==> src/rtl/cpu_sequencer_pkg.sv <==
// rtl/cpu_sequencer_pkg.sv - shared constants and types for the VeriRISC instruction sequencer
//
// Purpose: opcode and phase encodings, default field widths, ALU-class opcode helper.
// Ports:   none (package).
package cpu_pkg;

    localparam int OPCODE_WIDTH_DEF = 3;
    localparam int PHASE_WIDTH_DEF  = 3;

    typedef enum logic [2:0] {
        OP_HLT = 3'd0,
        OP_SKZ = 3'd1,
        OP_ADD = 3'd2,
        OP_AND = 3'd3,
        OP_XOR = 3'd4,
        OP_LDA = 3'd5,
        OP_STO = 3'd6,
        OP_JMP = 3'd7
    } opcode_t;

    typedef enum logic [2:0] {
        PH_INST_ADDR  = 3'd0,
        PH_INST_FETCH = 3'd1,
        PH_INST_LOAD  = 3'd2,
        PH_IDLE       = 3'd3,
        PH_OP_ADDR    = 3'd4,
        PH_OP_FETCH   = 3'd5,
        PH_ALU_OP     = 3'd6,
        PH_STORE      = 3'd7
    } phase_t;

    // Opcodes that read a memory operand and write the accumulator.
    function automatic logic is_aluop(input opcode_t op);
        return (op == OP_ADD) || (op == OP_AND) || (op == OP_XOR) || (op == OP_LDA);
    endfunction

endpackage

==> src/rtl/cpu_sequencer_if.sv <==
// rtl/cpu_sequencer_if.sv - control interface between instruction register, sequencer and datapath
//
// Purpose: bundles the sequencer inputs (en, opcode, zero) and its decoded strobes.
// Modports: master - drives en/opcode/zero, observes phase and strobes (IR/datapath side).
//           slave  - the sequencer itself.
interface cpu_sequencer_if
    import cpu_pkg::*;
#(
    parameter int OPCODE_WIDTH = OPCODE_WIDTH_DEF,
    parameter int PHASE_WIDTH  = PHASE_WIDTH_DEF
);
    logic                    en;
    logic [OPCODE_WIDTH-1:0] opcode;
    logic                    zero;
    logic [PHASE_WIDTH-1:0]  phase;
    logic                    sel;
    logic                    rd;
    logic                    ld_ir;
    logic                    inc_pc;
    logic                    halt;
    logic                    ld_pc;
    logic                    data_e;
    logic                    ld_ac;
    logic                    wr;

    modport master (
        output en, opcode, zero,
        input  phase, sel, rd, ld_ir, inc_pc, halt, ld_pc, data_e, ld_ac, wr
    );

    modport slave (
        input  en, opcode, zero,
        output phase, sel, rd, ld_ir, inc_pc, halt, ld_pc, data_e, ld_ac, wr
    );

endinterface

==> src/rtl/cpu_sequencer_phase_counter.sv <==
// rtl/cpu_sequencer_phase_counter.sv - wrapping phase counter with count enable
//
// Purpose: WIDTH-bit up counter, wraps from all-ones to zero.
// Ports:   clk     - clock, rising edge
//          rst     - synchronous active-high reset to zero
//          i_en    - count enable; low holds the count
//          o_count - current count
module phase_counter #(
    parameter int WIDTH = 3
) (
    input  logic             clk,
    input  logic             rst,
    input  logic             i_en,
    output logic [WIDTH-1:0] o_count
);

    localparam logic [WIDTH-1:0] ONE = {{(WIDTH-1){1'b0}}, 1'b1};

    logic [WIDTH-1:0] r_count;

    // Natural binary overflow provides the 7 -> 0 wrap.
    always_ff @(posedge clk) begin
        if (rst) begin
            r_count <= '0;
        end else if (i_en) begin
            r_count <= r_count + ONE;
        end
    end

    assign o_count = r_count;

endmodule

==> src/rtl/cpu_sequencer.sv <==
// rtl/cpu_sequencer.sv - eight-phase VeriRISC instruction sequencer and control decode
//
// Purpose: steps the phase counter through fetch/execute, tracks the halted state and
//          decodes every datapath strobe from (phase, halted, opcode, zero).
// Ports:   clk - clock, rising edge
//          rst - synchronous active-high reset
//          bus - slave side of cpu_sequencer_if: en, opcode, zero in;
//                phase, sel, rd, ld_ir, inc_pc, halt, ld_pc, data_e, ld_ac, wr out
module cpu_sequencer
    import cpu_pkg::*;
#(
    parameter int OPCODE_WIDTH = OPCODE_WIDTH_DEF,
    parameter int PHASE_WIDTH  = PHASE_WIDTH_DEF
) (
    input  logic           clk,
    input  logic           rst,
    cpu_sequencer_if.slave bus
);

    logic                    r_halted;
    logic [PHASE_WIDTH-1:0]  w_phase;
    logic [OPCODE_WIDTH-1:0] w_opcode_raw;
    opcode_t                 w_opcode;
    logic                    w_alu;
    logic                    w_halt_entry;
    logic                    w_cnt_en;

    logic w_sel, w_rd, w_ld_ir, w_inc_pc, w_halt, w_ld_pc, w_data_e, w_ld_ac, w_wr;

    assign w_opcode_raw = bus.opcode;
    assign w_opcode     = opcode_t'(w_opcode_raw);
    assign w_alu        = is_aluop(w_opcode);

    assign w_halt_entry = bus.en && !r_halted
                          && (w_phase == PH_OP_ADDR) && (w_opcode == OP_HLT);

    // The entry edge must also hold the counter so the halted state parks at phase 4.
    assign w_cnt_en = bus.en && !r_halted && !w_halt_entry;

    phase_counter #(
        .WIDTH (PHASE_WIDTH)
    ) u_phase_counter (
        .clk     (clk),
        .rst     (rst),
        .i_en    (w_cnt_en),
        .o_count (w_phase)
    );

    // Halted is sticky; only reset clears it, and reset wins over entry.
    always_ff @(posedge clk) begin
        if (rst) begin
            r_halted <= 1'b0;
        end else if (w_halt_entry) begin
            r_halted <= 1'b1;
        end
    end

    always_comb begin
        w_sel    = 1'b0;
        w_rd     = 1'b0;
        w_ld_ir  = 1'b0;
        w_inc_pc = 1'b0;
        w_halt   = 1'b0;
        w_ld_pc  = 1'b0;
        w_data_e = 1'b0;
        w_ld_ac  = 1'b0;
        w_wr     = 1'b0;

        if (r_halted) begin
            w_halt = 1'b1;
        end else begin
            case (phase_t'(w_phase))
                PH_INST_ADDR: begin
                    w_sel = 1'b1;
                end
                PH_INST_FETCH: begin
                    w_sel = 1'b1;
                    w_rd  = 1'b1;
                end
                PH_INST_LOAD, PH_IDLE: begin
                    w_sel   = 1'b1;
                    w_rd    = 1'b1;
                    w_ld_ir = 1'b1;
                end
                PH_OP_ADDR: begin
                    w_inc_pc = 1'b1;
                    w_halt   = (w_opcode == OP_HLT);
                end
                PH_OP_FETCH: begin
                    w_rd = w_alu;
                end
                PH_ALU_OP: begin
                    w_rd     = w_alu;
                    w_inc_pc = (w_opcode == OP_SKZ) && bus.zero;
                    w_ld_pc  = (w_opcode == OP_JMP);
                    w_data_e = (w_opcode == OP_STO);
                end
                PH_STORE: begin
                    w_rd     = w_alu;
                    w_ld_ac  = w_alu;
                    w_ld_pc  = (w_opcode == OP_JMP);
                    w_wr     = (w_opcode == OP_STO);
                    w_data_e = (w_opcode == OP_STO);
                end
                default: begin
                end
            endcase
        end
    end

    assign bus.phase  = w_phase;
    assign bus.sel    = w_sel;
    assign bus.rd     = w_rd;
    assign bus.ld_ir  = w_ld_ir;
    assign bus.inc_pc = w_inc_pc;
    assign bus.halt   = w_halt;
    assign bus.ld_pc  = w_ld_pc;
    assign bus.data_e = w_data_e;
    assign bus.ld_ac  = w_ld_ac;
    assign bus.wr     = w_wr;

endmodule

==> src/flat_wrapper.sv <==
// flat-port wrapper written by rule: the top's interface ports become plain ports
module cpu_sequencer_flat import cpu_pkg::*;
#(
    parameter int OPCODE_WIDTH = OPCODE_WIDTH_DEF,
    parameter int PHASE_WIDTH  = PHASE_WIDTH_DEF
)
  (clk, rst, bus_en, bus_opcode, bus_zero, bus_phase, bus_sel, bus_rd, bus_ld_ir, bus_inc_pc, bus_halt, bus_ld_pc, bus_data_e, bus_ld_ac, bus_wr);
  cpu_sequencer_if #(.OPCODE_WIDTH(OPCODE_WIDTH), .PHASE_WIDTH(PHASE_WIDTH)) bus_i ();
  input  logic clk;
  input  logic rst;
  input wire logic [$bits(bus_i.en)-1:0] bus_en;
  input wire logic [$bits(bus_i.opcode)-1:0] bus_opcode;
  input wire logic [$bits(bus_i.zero)-1:0] bus_zero;
  output wire logic [$bits(bus_i.phase)-1:0] bus_phase;
  output wire logic [$bits(bus_i.sel)-1:0] bus_sel;
  output wire logic [$bits(bus_i.rd)-1:0] bus_rd;
  output wire logic [$bits(bus_i.ld_ir)-1:0] bus_ld_ir;
  output wire logic [$bits(bus_i.inc_pc)-1:0] bus_inc_pc;
  output wire logic [$bits(bus_i.halt)-1:0] bus_halt;
  output wire logic [$bits(bus_i.ld_pc)-1:0] bus_ld_pc;
  output wire logic [$bits(bus_i.data_e)-1:0] bus_data_e;
  output wire logic [$bits(bus_i.ld_ac)-1:0] bus_ld_ac;
  output wire logic [$bits(bus_i.wr)-1:0] bus_wr;
  assign bus_i.en = bus_en;
  assign bus_i.opcode = bus_opcode;
  assign bus_i.zero = bus_zero;
  assign bus_phase = bus_i.phase;
  assign bus_sel = bus_i.sel;
  assign bus_rd = bus_i.rd;
  assign bus_ld_ir = bus_i.ld_ir;
  assign bus_inc_pc = bus_i.inc_pc;
  assign bus_halt = bus_i.halt;
  assign bus_ld_pc = bus_i.ld_pc;
  assign bus_data_e = bus_i.data_e;
  assign bus_ld_ac = bus_i.ld_ac;
  assign bus_wr = bus_i.wr;
  cpu_sequencer #(.OPCODE_WIDTH(OPCODE_WIDTH), .PHASE_WIDTH(PHASE_WIDTH)) u_core (.clk(clk), .rst(rst), .bus(bus_i));
endmodule
==> config.mk <==
export PLATFORM = sky130hd
export DESIGN_NAME = cpu_sequencer_flat
export DESIGN_NICKNAME = d
export VERILOG_FILES = /design/src/rtl/cpu_sequencer_pkg.sv /design/src/rtl/cpu_sequencer_if.sv /design/src/rtl/cpu_sequencer_phase_counter.sv /design/src/rtl/cpu_sequencer.sv /design/src/flat_wrapper.sv
export SDC_FILE = /design/constraint.sdc
export NUM_CORES = 1
export LEC_CHECK = 0
export CORE_AREA = 10 10 47 49
export CTS_BUF_LIST = sky130_fd_sc_hd__clkbuf_4 sky130_fd_sc_hd__clkbuf_8 sky130_fd_sc_hd__clkbuf_16
export DETAILED_ROUTE_END_ITERATION = 6
export DIE_AREA = 0 0 57 59
export PLACE_DENSITY_LB_ADDON = 0.12
export REMOVE_ABC_BUFFERS = 1
export SLEW_MARGIN = 20
export SYNTH_ARGS = -nofsm -noshare
export SYNTH_HDL_FRONTEND = slang
export SYNTH_SLANG_ARGS = --single-unit
==> constraint.sdc <==
create_clock -name clk -period 3.5 [get_ports clk]
set_clock_uncertainty 0.2 [all_clocks]
set_input_delay 0.525 -clock clk [delete_from_list [all_inputs] [get_ports clk]]
set_output_delay 0.525 -clock clk [all_outputs]
set_load 0.02 [all_outputs]
==> results of run 1 <==
state kept, by name (all words and copies together) (netlist names):
signal and count:
u_core.u_phase_counter.o_count 3, u_core.r_halted 1
layer usage:
| metal | part of all wire, % | GRT usage (%) |
|---|---|---|
| met2 | 46 | 9.77 |
| met3 | 4.6 | 2.36 |
| met4 | 0 | 2.01 |
| met1 | 50 | 7.74 |
| met5 | 0 | 0 |
path summary, 6_finish.rpt:
check	startpoint	to	slack (ns)
min reg2reg	u_core.u_phase_counter.o_count[2]	u_core.u_phase_counter.o_count[2]	0.44
min	u_core.u_phase_counter.o_count[2]	u_core.u_phase_counter.o_count[2]	0.44
max reg2reg	u_core.u_phase_counter.o_count[1]	u_core.u_phase_counter.o_count[0]	1.58
max	bus_opcode[0]	bus_halt	0.58
kinds of logic (layout without fill, tap and decap cells):
group                      after synthesis  after routing
AOI/OAI and AO/OA                       10             10
xor gates and xnor gates                 1              1
adders and majority gates                5              5
buffers and inverters                    7             26
DFF                                      4              4
and+or+nand+nor                         20             20
power by group through the flow:
stage               registers [W]   logic, W  clock network (W)
floorplan               0.0000588  0.0000350                  0
global placement        0.0000572  0.0000705                  0
detailed placement      0.0000572  0.0000696                  0
CTS                     0.0000565  0.0000698          0.0000588
global route            0.0000575  0.0000756          0.0000608
finish                  0.0000565  0.0000688          0.0000560
layout by cell type (no fill, tap or decap), types with 3 or more instances in the layout:
cell	instances
clkbuf_4	3
clkdlybuf4s50_1	18
dfxtp_1	4
ha_1	5
inv_1	4
nor2_1	5
nor3_1	3
nor3b_1	3
worst max-delay path, delay by kind of cell:
| kind | cells | cell delay [ns] |
|---|---|---|
| AOI/OAI and AO/OA | 1 | 0.17 |
| buffers and inverters | 2 | 1.06 |
| and+or+nand+nor | 1 | 0.44 |
cell type report:
class,instances,share of cell area (%)
multi-input combinational,36,48.8
timing repair buffer,19,29.5
sequential,4,12.6
inverter,4,2.36
clock buffer,3,3.54
tap,16,3.15
stage by stage:
stage	utilization, %	power (W)	instance area, um2
after global routing	45.4	0.000194	636
final	45.4	0.000181	636
after global placement	43.8	0.000128	613
after floorplan	-	0.0000938	405
after CTS	45.4	0.000185	636
after detailed placement	43.8	0.000127	613
==> metrics, run 1 <==
Max-Cap Viols=0; clock transition at the registers of the reported paths=0.04 ns; crit path kind=in2out; Core ar.=1400 um2; area grow syn2layout=46.8%; CTS Hold Buffers Added=0; largest net degree at the start of global routing=12; worst-margin pin slew=0.343 ns; worst-path fanout max=7; Flop pwr share=31.2%; fmax=0.342 GHz; chip width=57 um; fin cells=82; LEAKAGE=0.240 nW; CP max stage delay=0.59 ns; dpl cells=79; CTS Root Cell=clkbuf_4; post-synth top area share=18.5%; P_sw=0.0000596 W; GR Overflow Total=0; RSZ-0062 raised after global routing=false; PortBufs=18; register area=80.1 um2; Tmin final=2.92 ns; multi-input logic area=310 um2; # setup viols final=0; max-slew violations=0; FF-to-FF path depth=5; Overall Global Routing Usage=6.27%; initial drt markers=7; Die Area=3360 um2; drt wl/cell=13.3 um; Synth cell types=24; total CTS buffers=3; most frequent cells after synthesis=ha_1 (5), nor2_1 (5), dfxtp_1 (4), inv_1 (4); postcts setup bufs=0; Clock power frac=30.9%; Detail Placement HPWL=879 um; Simple-Gate Fraction of Synth Area=27.2%; slew margin rel.=77.1%; layout cell share with drive strength beyond 1=10.6%; worst vdd ir=0.000125 V; CP required=2.77 ns; clock latency on the worst-skew pair=0.23 ns; H-Tree Depth=1; Switching Share=32.9%; number of vias per cell=4.91; Synth area leader=dfxtp_1; Mapped Area=433 um2; leading register cell type out of synthesis=dfxtp_1; diodes inserted=0; hold crit path type=reg2reg; post-CTS sizing=0; status=complete, no violations; ranking of synthesized cells by area=dfxtp_1 (18%), ha_1 (14%), a2111oi_4 (13%); gpl congestion=0.724; most frequent CP cell=clkdlybuf4s50_1; post-synthesis mux area share=0%; Row Count=14; CTS tree=done; filler cell count=146; crit path launch type=input pin; Worst Path Arrival=2.20 ns; Remaining DRCs=0; IO Pins=19; Die H=59 um; antenna violations before repair=0; CTS Buffer Depth=2; PD cells=285 nW/um2; CP max stage cell=clkdlybuf4s50_1; Int Power=0.000122 W; number of flops mapped to enable cells by yosys=0; Initial Utilization=30.9%; XOR/XNOR Fraction of Synth Area=2.02%; synth warn=0; Tcrit/Tclk final=83.6%; worst slack, placed=0.557 ns; asr flop ratio synth=0%; routed vias=403; Worst setup EP type=output port; vias in the first global route=399; Detailed Route WL=1090 um; drt first pass iters=2; hold path depth=2; final hold slack=0.444 ns; syn avg cell area=9.21 um2; Hold Violations, Final=0; post-synthesis compound-gate area fraction=28.0%; Yosys reg bits=4; Gate power share=38.0%; Post-Syn Instances=47; post-synthesis sequential area ratio=18.5%; synthesized-area fraction occupied by adder cells=14.5%; global-route wire length before repair=1770 um; Fin Setup TNS=0 ns; main combinational cell family by area after synthesis=compound AO/OA/AOI/OAI gates; antenna viol nets, final=0; CTS Sinks=4; nets=80; final setup margin=0.575 ns; critical-path cell list=clkdlybuf4s50_1 -> and3b_1 -> a21o_1 -> clkdlybuf4s50_1
No activity file was read; power rests on OpenSTA's default activity.
==> run 2, diff against run 1 <==
clock period = 2.6 ns   (was 3.5 ns; I/O delays follow)
==> metrics, run 2 (same netlist as run 1, synthesis figures left out) <==
status=complete, no violations; Fin Setup TNS=0 ns; clock transition at the registers of the reported paths=0.04 ns; chip width=57 um; # setup viols final=0; drt wl/cell=13.5 um; hold wc startpoint=u_core.u_phase_counter.o_count[1]; Flop pwr share=29.6%; antenna viol nets, final=0; CP max stage cell=clkdlybuf4s50_1; worst r2r src=u_core.u_phase_counter.o_count[0]; Core ar.=1400 um2; worst slack, placed=0.0364 ns; Hold Violations, Final=0; PD cells=379 nW/um2; CTS tree=done; nets=82; initial drt markers=6; Tcrit/Tclk final=96.8%; total CTS buffers=3; number of vias per cell=5.01; DP Area=628 um2; layout cell share with drive strength beyond 1=16.2%; multi-input logic area=310 um2; P_sw=0.0000833 W; Worst Path Arrival=1.93 ns; Detail Placement HPWL=923 um; CTS Root Cell=clkbuf_4; PortBufs=18; CP required=2.01 ns; Die H=59 um; crit path kind=in2out; diodes inserted=0; LEAKAGE=0.280 nW; hold crit path type=reg2reg; Overall Global Routing Usage=7.06%; Final Core Density=47.0%; crit path launch type=input pin; Row Count=14; Remaining DRCs=0; Levels on crit path=5; CP max stage delay=0.60 ns; largest net degree at the start of global routing=11; global-route wire length before repair=1960 um; RSZ-0062 raised after global routing=false; filler cell count=139; post-route design area=658 um2; final hold slack=0.403 ns; vias in the first global route=403; register area=82.6 um2; routed vias=421; postcts setup bufs=0; worst-path fanout max=7; worst vdd ir=0.000222 V; Initial Utilization=30.9%; area grow syn2layout=52.0%; Die Area=3360 um2; IO Pins=19; most frequent cells in the layout=clkdlybuf4s50_1 (16), nor2_1 (5), ha_1 (5), inv_1 (4); max-slew violations=0; Gate power share=39.1%; FF-to-FF path depth=6; fmax=0.397 GHz; hold path depth=1; Switching Share=33.4%; Worst setup EP type=output port; clock latency on the worst-skew pair=0.24 ns; Int Power=0.000166 W; drt first pass iters=3; slew margin rel.=77.2%; Clock power frac=31.3%; Tmin final=2.52 ns; CTS Buffer Depth=2; worst-margin pin slew=0.342 ns; commonest non-fill, non-tap cell in the layout=clkdlybuf4s50_1; CTS Sinks=4; reg2reg setup slack=0.77 ns; gpl congestion=0.713; Max-Cap Viols=0; Detailed Route WL=1140 um; CP Buf/Inv Count=3; CP delay by family, top=buffers and inverters; antenna violations before repair=0; GR Overflow Total=0; r2r endpoint=u_core.u_phase_counter.o_count[1]; max reg flops=3; H-Tree Depth=1; critical-path cell list=clkdlybuf4s50_1 -> nor2_2 -> buf_4 -> a21o_1 -> clkdlybuf4s50_1; most frequent CP cell=clkdlybuf4s50_1; Worst Hold Path EP=u_core.u_phase_counter.o_count[1]; final setup margin=0.0823 ns
run 2: worst max-delay path by stage:
stage	start	to	slack (ns)
6_report	bus_opcode[1]	bus_halt	0.08
5_1_grt	bus_opcode[1]	bus_halt	0.002
4_1_cts	bus_opcode[1]	bus_inc_pc	0.03
3_5_place_dp	bus_opcode[1]	bus_inc_pc	0.04
3_3_place_gp	bus_opcode[1]	bus_inc_pc	0.05
2_1_floorplan	u_core.u_phase_counter.o_count[0]	bus_ld_ac	0.56
run 2: area by class of cell:
cell class / instances / share of cell area [%]
well taps: 16 / 3.04
inverters: 4 / 2.28
flip-flops and latches: 4 / 12.5
multi-input cells: 36 / 47.1
clock buffers: 3 / 3.42
repair buffers: 21 / 31.6
run 2: power by group through the flow:
stage | combinational (W) | sequential (W) | clock, W
finish | 0.0000975 | 0.0000739 | 0.0000781
global route | 0.000107 | 0.0000752 | 0.0000860
CTS | 0.000100 | 0.0000739 | 0.0000827
detailed placement | 0.0000995 | 0.0000742 | 0
global placement | 0.0000992 | 0.0000743 | 0
floorplan | 0.0000471 | 0.0000792 | 0
run 2: worst register-to-register path: stages, from the launching register on:
cell     delay, ns
dfxtp_2       0.40
inv_1         0.08
ha_1          0.21
and3b_1       0.19
buf_4         0.17
and4_1        0.20
a311o_1       0.26
run 2: through the flow:
stage          cells  total power [W]
5_1_grt           84         0.000268
2_1_floorplan     44         0.000126
4_1_cts           84         0.000257
3_5_place_dp      81         0.000174
3_3_place_gp      81         0.000173
6_report          84         0.000249
run 2: repair_timing:
item	4_1_cts	5_1_grt
hold buffers	0	0
endpoints found under the setup margin	1	2
gates resized for setup	2	2
run 2: layer usage:
layer  vias to the layer above  share of wire [%]  global-route usage [%]
met1                       193                 42                    7.42
met4                         0                  0                    1.01
met5                         -                  0                       0
met3                         0                9.3                    4.94
li1                        216                  -                       -
met2                        12                 49                    11.6
